`src/rtl/div_unit_pkg.sv`:
```
// Shared constants and state encoding for the multi-cycle divider.
package div_unit_pkg;

  localparam int DivDefaultWidth = 32;

  localparam logic DivResultReady    = 1'b1;
  localparam logic DivResultNotReady = 1'b0;
  localparam logic DivStart          = 1'b1;
  localparam logic DivStop           = 1'b0;

  typedef enum logic [1:0] {
    DivFree   = 2'b00,
    DivByZero = 2'b01,
    DivOn     = 2'b10,
    DivEnd    = 2'b11
  } div_state_e;

endpackage

```
`src/rtl/div_unit_step.sv`:
```
// One radix-2 restoring step: shift in a dividend bit, subtract the divisor if it fits.
module div_step #(
  parameter int WIDTH = 32
) (
  input  logic [WIDTH-1:0] rem_i,
  input  logic             bit_i,
  input  logic [WIDTH-1:0] divisor_i,
  output logic [WIDTH-1:0] rem_o,
  output logic             q_o
);

  logic [WIDTH:0] partial;
  logic           rem_top_unused;

  assign partial = {rem_i, bit_i};
  assign q_o     = (partial >= {1'b0, divisor_i});
  // A restored remainder is always below the divisor, so its top bit is zero.
  assign {rem_top_unused, rem_o} = q_o ? (partial - {1'b0, divisor_i}) : partial;

endmodule

```
`src/rtl/div_unit.sv`:
```
// Multi-cycle restoring divider returning {remainder, quotient} for HI/LO.
// Signed (DIV) support is built only when DIV_SIGNED_EN is defined.
module div_unit
  import div_unit_pkg::*;
#(
  parameter int WIDTH = DivDefaultWidth
) (
  input  logic               clk,
  input  logic               rst,
  input  logic               start_i,
  input  logic               annul_i,
  input  logic               signed_div_i,
  input  logic [WIDTH-1:0]   opdata1_i,
  input  logic [WIDTH-1:0]   opdata2_i,
  output logic [2*WIDTH-1:0] result_o,
  output logic               ready_o
);

  localparam int CW = $clog2(WIDTH + 1);

  div_state_e         state_q;
  logic [CW-1:0]      cnt_q;
  logic [WIDTH-1:0]   dvd_q;
  logic [WIDTH-1:0]   dvs_q;
  logic [WIDTH-1:0]   rem_q;
  logic [2*WIDTH-1:0] res_q;
  logic [2*WIDTH-1:0] result_q;
  logic               ready_q;

  logic [WIDTH-1:0]   mag1_d;
  logic [WIDTH-1:0]   mag2_d;
  logic [WIDTH-1:0]   fin_quo_d;
  logic [WIDTH-1:0]   fin_rem_d;
  logic [WIDTH-1:0]   step_rem;
  logic               step_q;

`ifdef DIV_SIGNED_EN
  logic quo_neg_d, rem_neg_d;
  logic quo_neg_q, rem_neg_q;

  // Most-negative operand maps onto itself, which is its correct unsigned magnitude.
  assign mag1_d    = (signed_div_i && opdata1_i[WIDTH-1]) ? (~opdata1_i + 1'b1) : opdata1_i;
  assign mag2_d    = (signed_div_i && opdata2_i[WIDTH-1]) ? (~opdata2_i + 1'b1) : opdata2_i;
  assign quo_neg_d = signed_div_i && (opdata1_i[WIDTH-1] ^ opdata2_i[WIDTH-1]);
  assign rem_neg_d = signed_div_i && opdata1_i[WIDTH-1];
  assign fin_quo_d = quo_neg_q ? (~dvd_q + 1'b1) : dvd_q;
  assign fin_rem_d = rem_neg_q ? (~rem_q + 1'b1) : rem_q;
`else
  logic signed_unused;

  assign signed_unused = signed_div_i;
  assign mag1_d        = opdata1_i;
  assign mag2_d        = opdata2_i;
  assign fin_quo_d     = dvd_q;
  assign fin_rem_d     = rem_q;
`endif

  div_step #(.WIDTH(WIDTH)) u_step (
    .rem_i     (rem_q),
    .bit_i     (dvd_q[WIDTH-1]),
    .divisor_i (dvs_q),
    .rem_o     (step_rem),
    .q_o       (step_q)
  );

  always_ff @(posedge clk or negedge rst) begin
    if (!rst) begin
      state_q  <= DivFree;
      cnt_q    <= '0;
      dvd_q    <= '0;
      dvs_q    <= '0;
      rem_q    <= '0;
      res_q    <= '0;
      result_q <= '0;
      ready_q  <= DivResultNotReady;
`ifdef DIV_SIGNED_EN
      quo_neg_q <= 1'b0;
      rem_neg_q <= 1'b0;
`endif
    end else begin
      case (state_q)
        DivFree: begin
          ready_q  <= DivResultNotReady;
          result_q <= '0;
          if (start_i == DivStart && !annul_i) begin
            if (opdata2_i == '0) begin
              state_q <= DivByZero;
            end else begin
              state_q <= DivOn;
              dvd_q   <= mag1_d;
              dvs_q   <= mag2_d;
              rem_q   <= '0;
              cnt_q   <= '0;
`ifdef DIV_SIGNED_EN
              quo_neg_q <= quo_neg_d;
              rem_neg_q <= rem_neg_d;
`endif
            end
          end
        end
        DivByZero: begin
          res_q   <= '0;
          state_q <= annul_i ? DivFree : DivEnd;
        end
        DivOn: begin
          if (annul_i) begin
            state_q <= DivFree;
          end else if (cnt_q != CW'(WIDTH)) begin
            // Quotient bits shift in behind the consumed dividend bits.
            dvd_q <= {dvd_q[WIDTH-2:0], step_q};
            rem_q <= step_rem;
            cnt_q <= cnt_q + CW'(1);
          end else begin
            res_q   <= {fin_rem_d, fin_quo_d};
            state_q <= DivEnd;
          end
        end
        DivEnd: begin
          if (start_i == DivStop || annul_i) begin
            state_q  <= DivFree;
            ready_q  <= DivResultNotReady;
            result_q <= '0;
          end else begin
            ready_q  <= DivResultReady;
            result_q <= res_q;
          end
        end
        default: state_q <= DivFree;
      endcase
    end
  end

  assign result_o = result_q;
  assign ready_o  = ready_q;

endmodule

```
`config.mk`:
```
export PLATFORM = sky130hd
export DESIGN_NAME = div_unit
export DESIGN_NICKNAME = d
export VERILOG_FILES = /design/src/rtl/div_unit_pkg.sv /design/src/rtl/div_unit_step.sv /design/src/rtl/div_unit.sv
export SDC_FILE = /design/constraint.sdc
export NUM_CORES = 1
export LEC_CHECK = 0
export BUFFER_PORTS_ARGS = -buffer_cell sky130_fd_sc_hd__buf_2
export CAP_MARGIN = 20
export CORE_ASPECT_RATIO = 0.75
export CORE_MARGIN = 2
export CORE_UTILIZATION = 58
export CTS_CLUSTER_SIZE = 24
export DETAILED_ROUTE_END_ITERATION = 7
export PLACE_DENSITY_LB_ADDON = 0.08
export SYNTH_ARGS = -nofsm -noshare
export SYNTH_HDL_FRONTEND = slang
export SYNTH_SLANG_ARGS = --single-unit
```
`constraint.sdc`:
```
create_clock -name clk -period 3.3 [get_ports clk]
set_clock_uncertainty 0.05 [all_clocks]
set_input_delay 0.66 -clock clk [delete_from_list [all_inputs] [get_ports clk]]
set_output_delay 0.66 -clock clk [all_outputs]
set_load 0.1 [all_outputs]
```
Word-level counts from Yosys, hierarchy flattened
Cells that the tools add are included.
W data, S select, Z words.
{"block": "classes", "addsub": 2, "magnitude_cmp": 1, "eq_ne": 11, "n_mux": 30, "bitwise": 2, "reduce_logical": 12}
{"op": "$mux W32", "count": 9}
{"op": "$pmux W64 S2", "count": 2}
{"op": "$mux W64", "count": 3}
{"op": "$pmux W32 S2", "count": 2}
{"op": "$ge A33 B32 Y1", "count": 1}
{"op": "$logic_not A32 Y1", "count": 1}
{"op": "$sub A32 B32 Y32", "count": 1}
{"op": "$mux W6", "count": 4}
{"op": "$mux W2", "count": 6}
{"op": "$ne A2 B2 Y1 const B", "count": 6}
{"op": "$pmux W6 S2", "count": 1}
{"op": "$reduce_and A3 Y1", "count": 3}
{"op": "$pmux W2 S4", "count": 1}
{"op": "$add A6 B1 Y6 const B", "count": 1}
{"op": "$ne A6 B6 Y1 const B", "count": 1}
{"op": "$reduce_bool A2 Y1", "count": 3}
{"op": "$reduce_and A5 Y1", "count": 1}
{"op": "$eq A2 B2 Y1 const B", "count": 2}
{"op": "$ne A3 B3 Y1 const B", "count": 1}
{"op": "$eq A2 B1 Y1 const B", "count": 1}
{"op": "$logic_not A2 Y1", "count": 1}
{"op": "$not A1 Y1", "count": 2}
{"op": "$pmux W1 S2", "count": 1}
{"op": "$logic_and A1 B1 Y1", "count": 1}
{"op": "other kinds (3)", "count": 3}
{"block": "totals", "register_bits": 233, "in_bits": 69, "output_inout_bits": 65}

Depth between registers and ports, before layout
{"block": "logic_depth", "ltp_word": 5, "mapped_depth": 13}

Hierarchy
Synthesis repeated with hierarchy kept, for this count alone.
{"block": "unflattened", "hier_cells": 1041, "hier_area_um2": 11479.8}
{"module": "div_unit", "n_inst": 1, "cells_each": 718, "area_per_inst_um2": 9148.8}
{"module": "div_step", "n_inst": 1, "cells_each": 323, "area_per_inst_um2": 2331.0}

Worst setup path before layout
Ideal clock, no wire load.
{"block": "synth_path", "path_kind": "register to register", "start": "register dvs_q[1]", "end": "register rem_q[13], in the netlist fin_rem_d[13]", "t_arrival_ns": 2.811, "required_ns": 3.146, "setup_slack_ns": 0.335, "stages_incl_launch_ff": 14, "path_buffers": 2, "synth_period_minus_slack_ns": 2.965, "cell_sequence": "dfrtp_1 -> inv_1 -> ha_1 -> nor2b_1 -> o31a_1 -> o311ai_2 -> a21oi_1 -> o31ai_4 -> a21oi_1 -> a2111oi_4 -> buf_6 -> buf_6 -> nand3_1 -> o311ai_1"}
{"block": "synth_via", "elab_chain_cells": 5, "word_cells_on_any_way": 6, "classes_between": "1 x add/sub; 1 x order compare; 4 x mux"}
{"element": "start: declaration", "line": "div_unit.sv:24", "text": "logic [WIDTH-1:0] dvs_q;"}
{"element": "start signal: assignment", "line": "div_unit.sv:91", "text": "dvs_q <= mag2_d;"}
{"element": "$sub A32 B32 Y32 or $ge A33 B32 Y1 (tied branches)", "line": "div_unit_step.sv:18, div_unit_step.sv:16"}
{"element": "$mux W32 *", "line": "div_unit_step.sv:18", "text": "assign {rem_top_unused, rem_o} = q_o ? (partial - {1'b0, divisor_i}) : partial;"}
{"element": "$mux W32 *", "line": "div_unit.sv:108", "text": "end else if (cnt_q != CW'(WIDTH)) begin"}
{"element": "$mux W32 *", "line": "div_unit.sv:106", "text": "if (annul_i) begin"}
{"element": "$pmux W32 S2 *", "line": "div_unit.sv:81", "text": "case (state_q)"}
{"element": "end signal: assignment", "line": "div_unit.sv:111", "text": "rem_q <= step_rem;"}
{"element": "end: declaration", "line": "div_unit.sv:25", "text": "logic [WIDTH-1:0] rem_q;"}
Every way passes the cells marked *; elsewhere a longest branch is shown, timed or not. The select of a mux whose other input is x is not followed.
A chain may end at the register's enable or synchronous reset.

Worst setup path in the final report
{"block": "layout_path", "start": "register rem_q[0], in the netlist fin_rem_d[0]", "end": "register rem_q[18], in the netlist fin_rem_d[18]"}
{"block": "layout_via", "elab_chain_cells": 5, "word_cells_on_any_way": 6, "classes_between": "1 x add/sub; 1 x order compare; 4 x mux"}
{"element": "$sub A32 B32 Y32 or $ge A33 B32 Y1 (tied branches)", "line": "div_unit_step.sv:18, div_unit_step.sv:16"}
{"element": "$mux W32 *", "line": "div_unit_step.sv:18"}
{"element": "$mux W32 *", "line": "div_unit.sv:108"}
{"element": "$mux W32 *", "line": "div_unit.sv:106"}
{"element": "$pmux W32 S2 *", "line": "div_unit.sv:81"}
Marks and branches as above.

==> results.cfg <==
[run_status]
status = completed

[worst_setup_path]
cpPeakStageDelay_ns = 0.39
crit_slowest_cell = dfrtp_1
r2r_cells = 12
r2r-start = fin_rem_d[0]
cp-end-kind = flop
r2r_setup_slack_ns = 0.03
crit_chain = ha_1 > nor2b_4 > o31a_1 > o311ai_4 > a21oi_2 > o31ai_4 > a21oi_2 > a2111oi_4 > buf_6 > buf_8 > mux2i_2 > o21ai_1
worstReg2RegEnd = fin_rem_d[18]
critPathKind = flop to flop
crit_arrival_ns = 3.62
crit_buf_inv = 2
worstPathMaxFanout = 6
cpMostUsedCell = a21oi_2
cp-start-kind = flop
critPathTopFamily = compound AO/OA/AOI/OAI gates
critical_path_required_ns = 3.65

[timing]
finalCritPeriodShare_pct = 99.0
slew_viol_final = 0
hold_violations = 0
setup_viol = 0
period_needed_ns = 3.27
fin_setup_tns_ns = 0
rsz0062_at_grt = yes
fmax_mhz = 306
hold_ws_ns = 0.0420
max_slew.worst_pin.slew_ns = 0.783
relSlewSlack_pct = 47.8

[placed_design]
place_congestion = 0.899
io_buffers = 132
place_inst = 1321
hpwl_microns = 17100

[yosys]
synth_warnings = 0
syn_area_sq_um = 10900
seq_area_frac_synth_pct = 53.7
netlist_instances = 958
synth_top_area_share_pct = 53.7
syn_area_per_cell_sq_um = 11.3
async_reset_ff_share_pct = 100
yosysTopAreaCell = dfrtp_1
synth-main-ff-cell = dfrtp_1
synth_edf_count = 0
syn_nets = 1067
synth_area_leaders = dfrtp_1, a22o_1, ha_1
synth_seq_cells = 233
yosysUniqueCellTypes = 61

[floorplan]
fp-row-count = 43
initial_core_util_pct = 59.1
core_sq_um = 18400
fp.dieW_microns = 162
die_area_sq_um = 19900
io_pins = 134
die_y_microns = 123

[clocking]
cts_tree = yes
tritoncts.num_buffers = 23
clock_path_buffers = 3
clkTransAtPathRegs_ns = 0.07
htreeDepth = 1
clk_latency_ns = 0.51
cts.sinks = 233
root_buffer = clkbuf_16

[cells_and_area]
drive_above_1_share_pct = 25.1
area_delta_synth_final_pct = 19.9
regArea_sq_um = 5830
fin_util_pct = 70.8
instances_no_fill = 1364
finalNetCount = 1213
final.fill_count = 1354
multiInputGateArea_sq_um = 4560
n_antenna_cell = 0

[drt]
drt_first_pass_iters = 8
drt_drc_violations_left = 0
avgRoutedWirePerCell_microns = 19.7
via_per_inst = 6.23
drt_iter0_drc = 789
dr_total_vias = 8496
routed_wl_microns = 26900
postRouteAntennaNets = 0

[power]
power_switching_mw = 4.57
netSwitchingFraction_pct = 39.0
combPwrFrac_pct = 43.8
ir_worst_vdd_mv = 0.691
clkPwrFrac_pct = 23.4
p_seq_share_pct = 32.8
intPower_mw = 7.15
p_leak_nw = 6.72
p_per_area_nw_per_um2 = 899

[grt]
grt_antenna_before_repair = 0
grt_first_pass_wirelength_microns = 42500
grt-ovfl-total = 0
grt_start_max_net_pins = 78
grt_usage_pct = 26.7
grt_pass1_vias = 8102

[flow_run]
maxCapViolCount = 0

[worst_hold_path]
min_path_type = primary input to async pin
worst reg2reg max path, stage by stage, from the launching register on:
cell and delay, ns:
dfrtp_1 0.39, ha_1 0.32, nor2b_4 0.13, o31a_1 0.32, o311ai_4 0.31, a21oi_2 0.13
o31ai_4 0.34, a21oi_2 0.12, a2111oi_4 0.37, buf_6 0.22, buf_8 0.14, mux2i_2 0.22
o21ai_1 0.09
state kept, by name (all words and copies together), names as in the netlist:
signal / cells
ready_o: 1
dvd_q: 32
result_o: 64
state_q: 2
cnt_q: 6
res_q: 64
dvs_q: 32
fin_rem_d: 32
how the worst max path moves through the flow:
| stage | from | end | slack [ns] | cells past startpoint |
|---|---|---|---|---|
| 5_1_grt | fin_rem_d[0] | fin_rem_d[18] | -0.04 | 12 |
| 3_3_place_gp | dvs_q[8] | fin_rem_d[28] | 0.04 | 13 |
| 3_5_place_dp | dvs_q[8] | fin_rem_d[28] | 0.02 | 13 |
| 4_1_cts | dvs_q[8] | fin_rem_d[31] | 0.05 | 13 |
| 6_report | fin_rem_d[0] | fin_rem_d[18] | 0.03 | 12 |
| 2_1_floorplan | dvs_q[1] | fin_rem_d[13] | 0.34 | 13 |
layout by cell type, fill, tap and decap left out, types with 15 or more instances in the layout:
| master | synthesis | final |
|---|---|---|
| a21o_1 | 20 | 20 |
| a21oi_1 | 38 | 34 |
| a222oi_1 | 31 | 31 |
| a22o_1 | 128 | 128 |
| buf_2 | 4 | 131 |
| buf_4 | 0 | 40 |
| clkbuf_16 | 0 | 26 |
| dfrtp_1 | 233 | 233 |
| ha_1 | 39 | 37 |
| inv_1 | 82 | 82 |
| mux2_2 | 32 | 32 |
| nand2_1 | 56 | 55 |
| nand3_1 | 31 | 31 |
| nor2_1 | 22 | 21 |
| o21ai_0 | 23 | 23 |
| xnor2_1 | 15 | 15 |
per-stage QoR:
stage / setup slack (ns) / power (mW) / area [sq um]
2_1_floorplan: 0.335 / 7.19 / 10900
3_3_place_gp: 0.0440 / 8.56 / 12100
3_5_place_dp: 0.0227 / 8.66 / 12100
4_1_cts: 0.0548 / 11.4 / 12900
5_1_grt: -0.0438 / 12.5 / 13000
6_report: 0.0331 / 11.7 / 13000
per-layer routing:
metal / vias to the layer above / global-route usage (%) / share of wire, % / routed length, microns
li1: 3907 / - / - / -
met1: 4304 / 40.7 / 48 / 12800
met2: 240 / 41.0 / 45 / 12200
met3: 45 / 3.41 / 4.8 / 1290
met4: 0 / 6.91 / 2.5 / 682
met5: - / 0 / 0 / 0
synth_stat cells, drive strengths merged (15+ instances only):
cell,n
nand2,56
nor2,22
mux2,32
dfrtp,233
xnor2,15
nand3,31
clkbuf,52
a21o,20
ha,39
inv,82
a21oi,38
o21ai,26
o311ai,23
a22o,128
a222oi,31
cell families (layout without fill, tap and decap cells):
| group | after synthesis | in the layout | synth area share (%) |
|---|---|---|---|
| AOI/OAI and AO/OA | 316 | 316 | 23.5 |
| DFF | 233 | 233 | 53.7 |
| and+or+nand+nor | 160 | 160 | 7.09 |
| buffers and inverters | 146 | 305 | 5.23 |
| adders and majority gates | 40 | 40 | 4.67 |
| muxes | 36 | 36 | 3.68 |
| xor gates and xnor gates | 27 | 27 | 2.18 |
layout make-up:
class	instances	area share, %
inverters	82	2.36
clock inverters	9	1.05
repair buffers	185	9.42
flip-flops and latches	233	44.7
multi-input cells	579	35.0
clock buffers	29	5.05
well taps	247	2.37
power groups by stage:
stage	clock network (mW)	registers, mW	logic [mW]
after floorplan	0	3.78	3.41
after global placement	0	3.87	4.69
after detailed placement	0	3.88	4.77
after CTS	2.79	3.84	4.80
after global routing	2.90	3.92	5.65
final	2.74	3.85	5.13
repair_timing:
action / CTS / global route
gates resized for setup: 0 / 19
buffers inserted: 0 / 3
endpoints found under the hold margin: 0 / 0
endpoints found under the setup margin: 1 / 30
hold buffers: 0 / 0
pin swaps: 1 / 9
cloned: 0 / 3
Note: power is estimated with default switching activity, not from simulation.
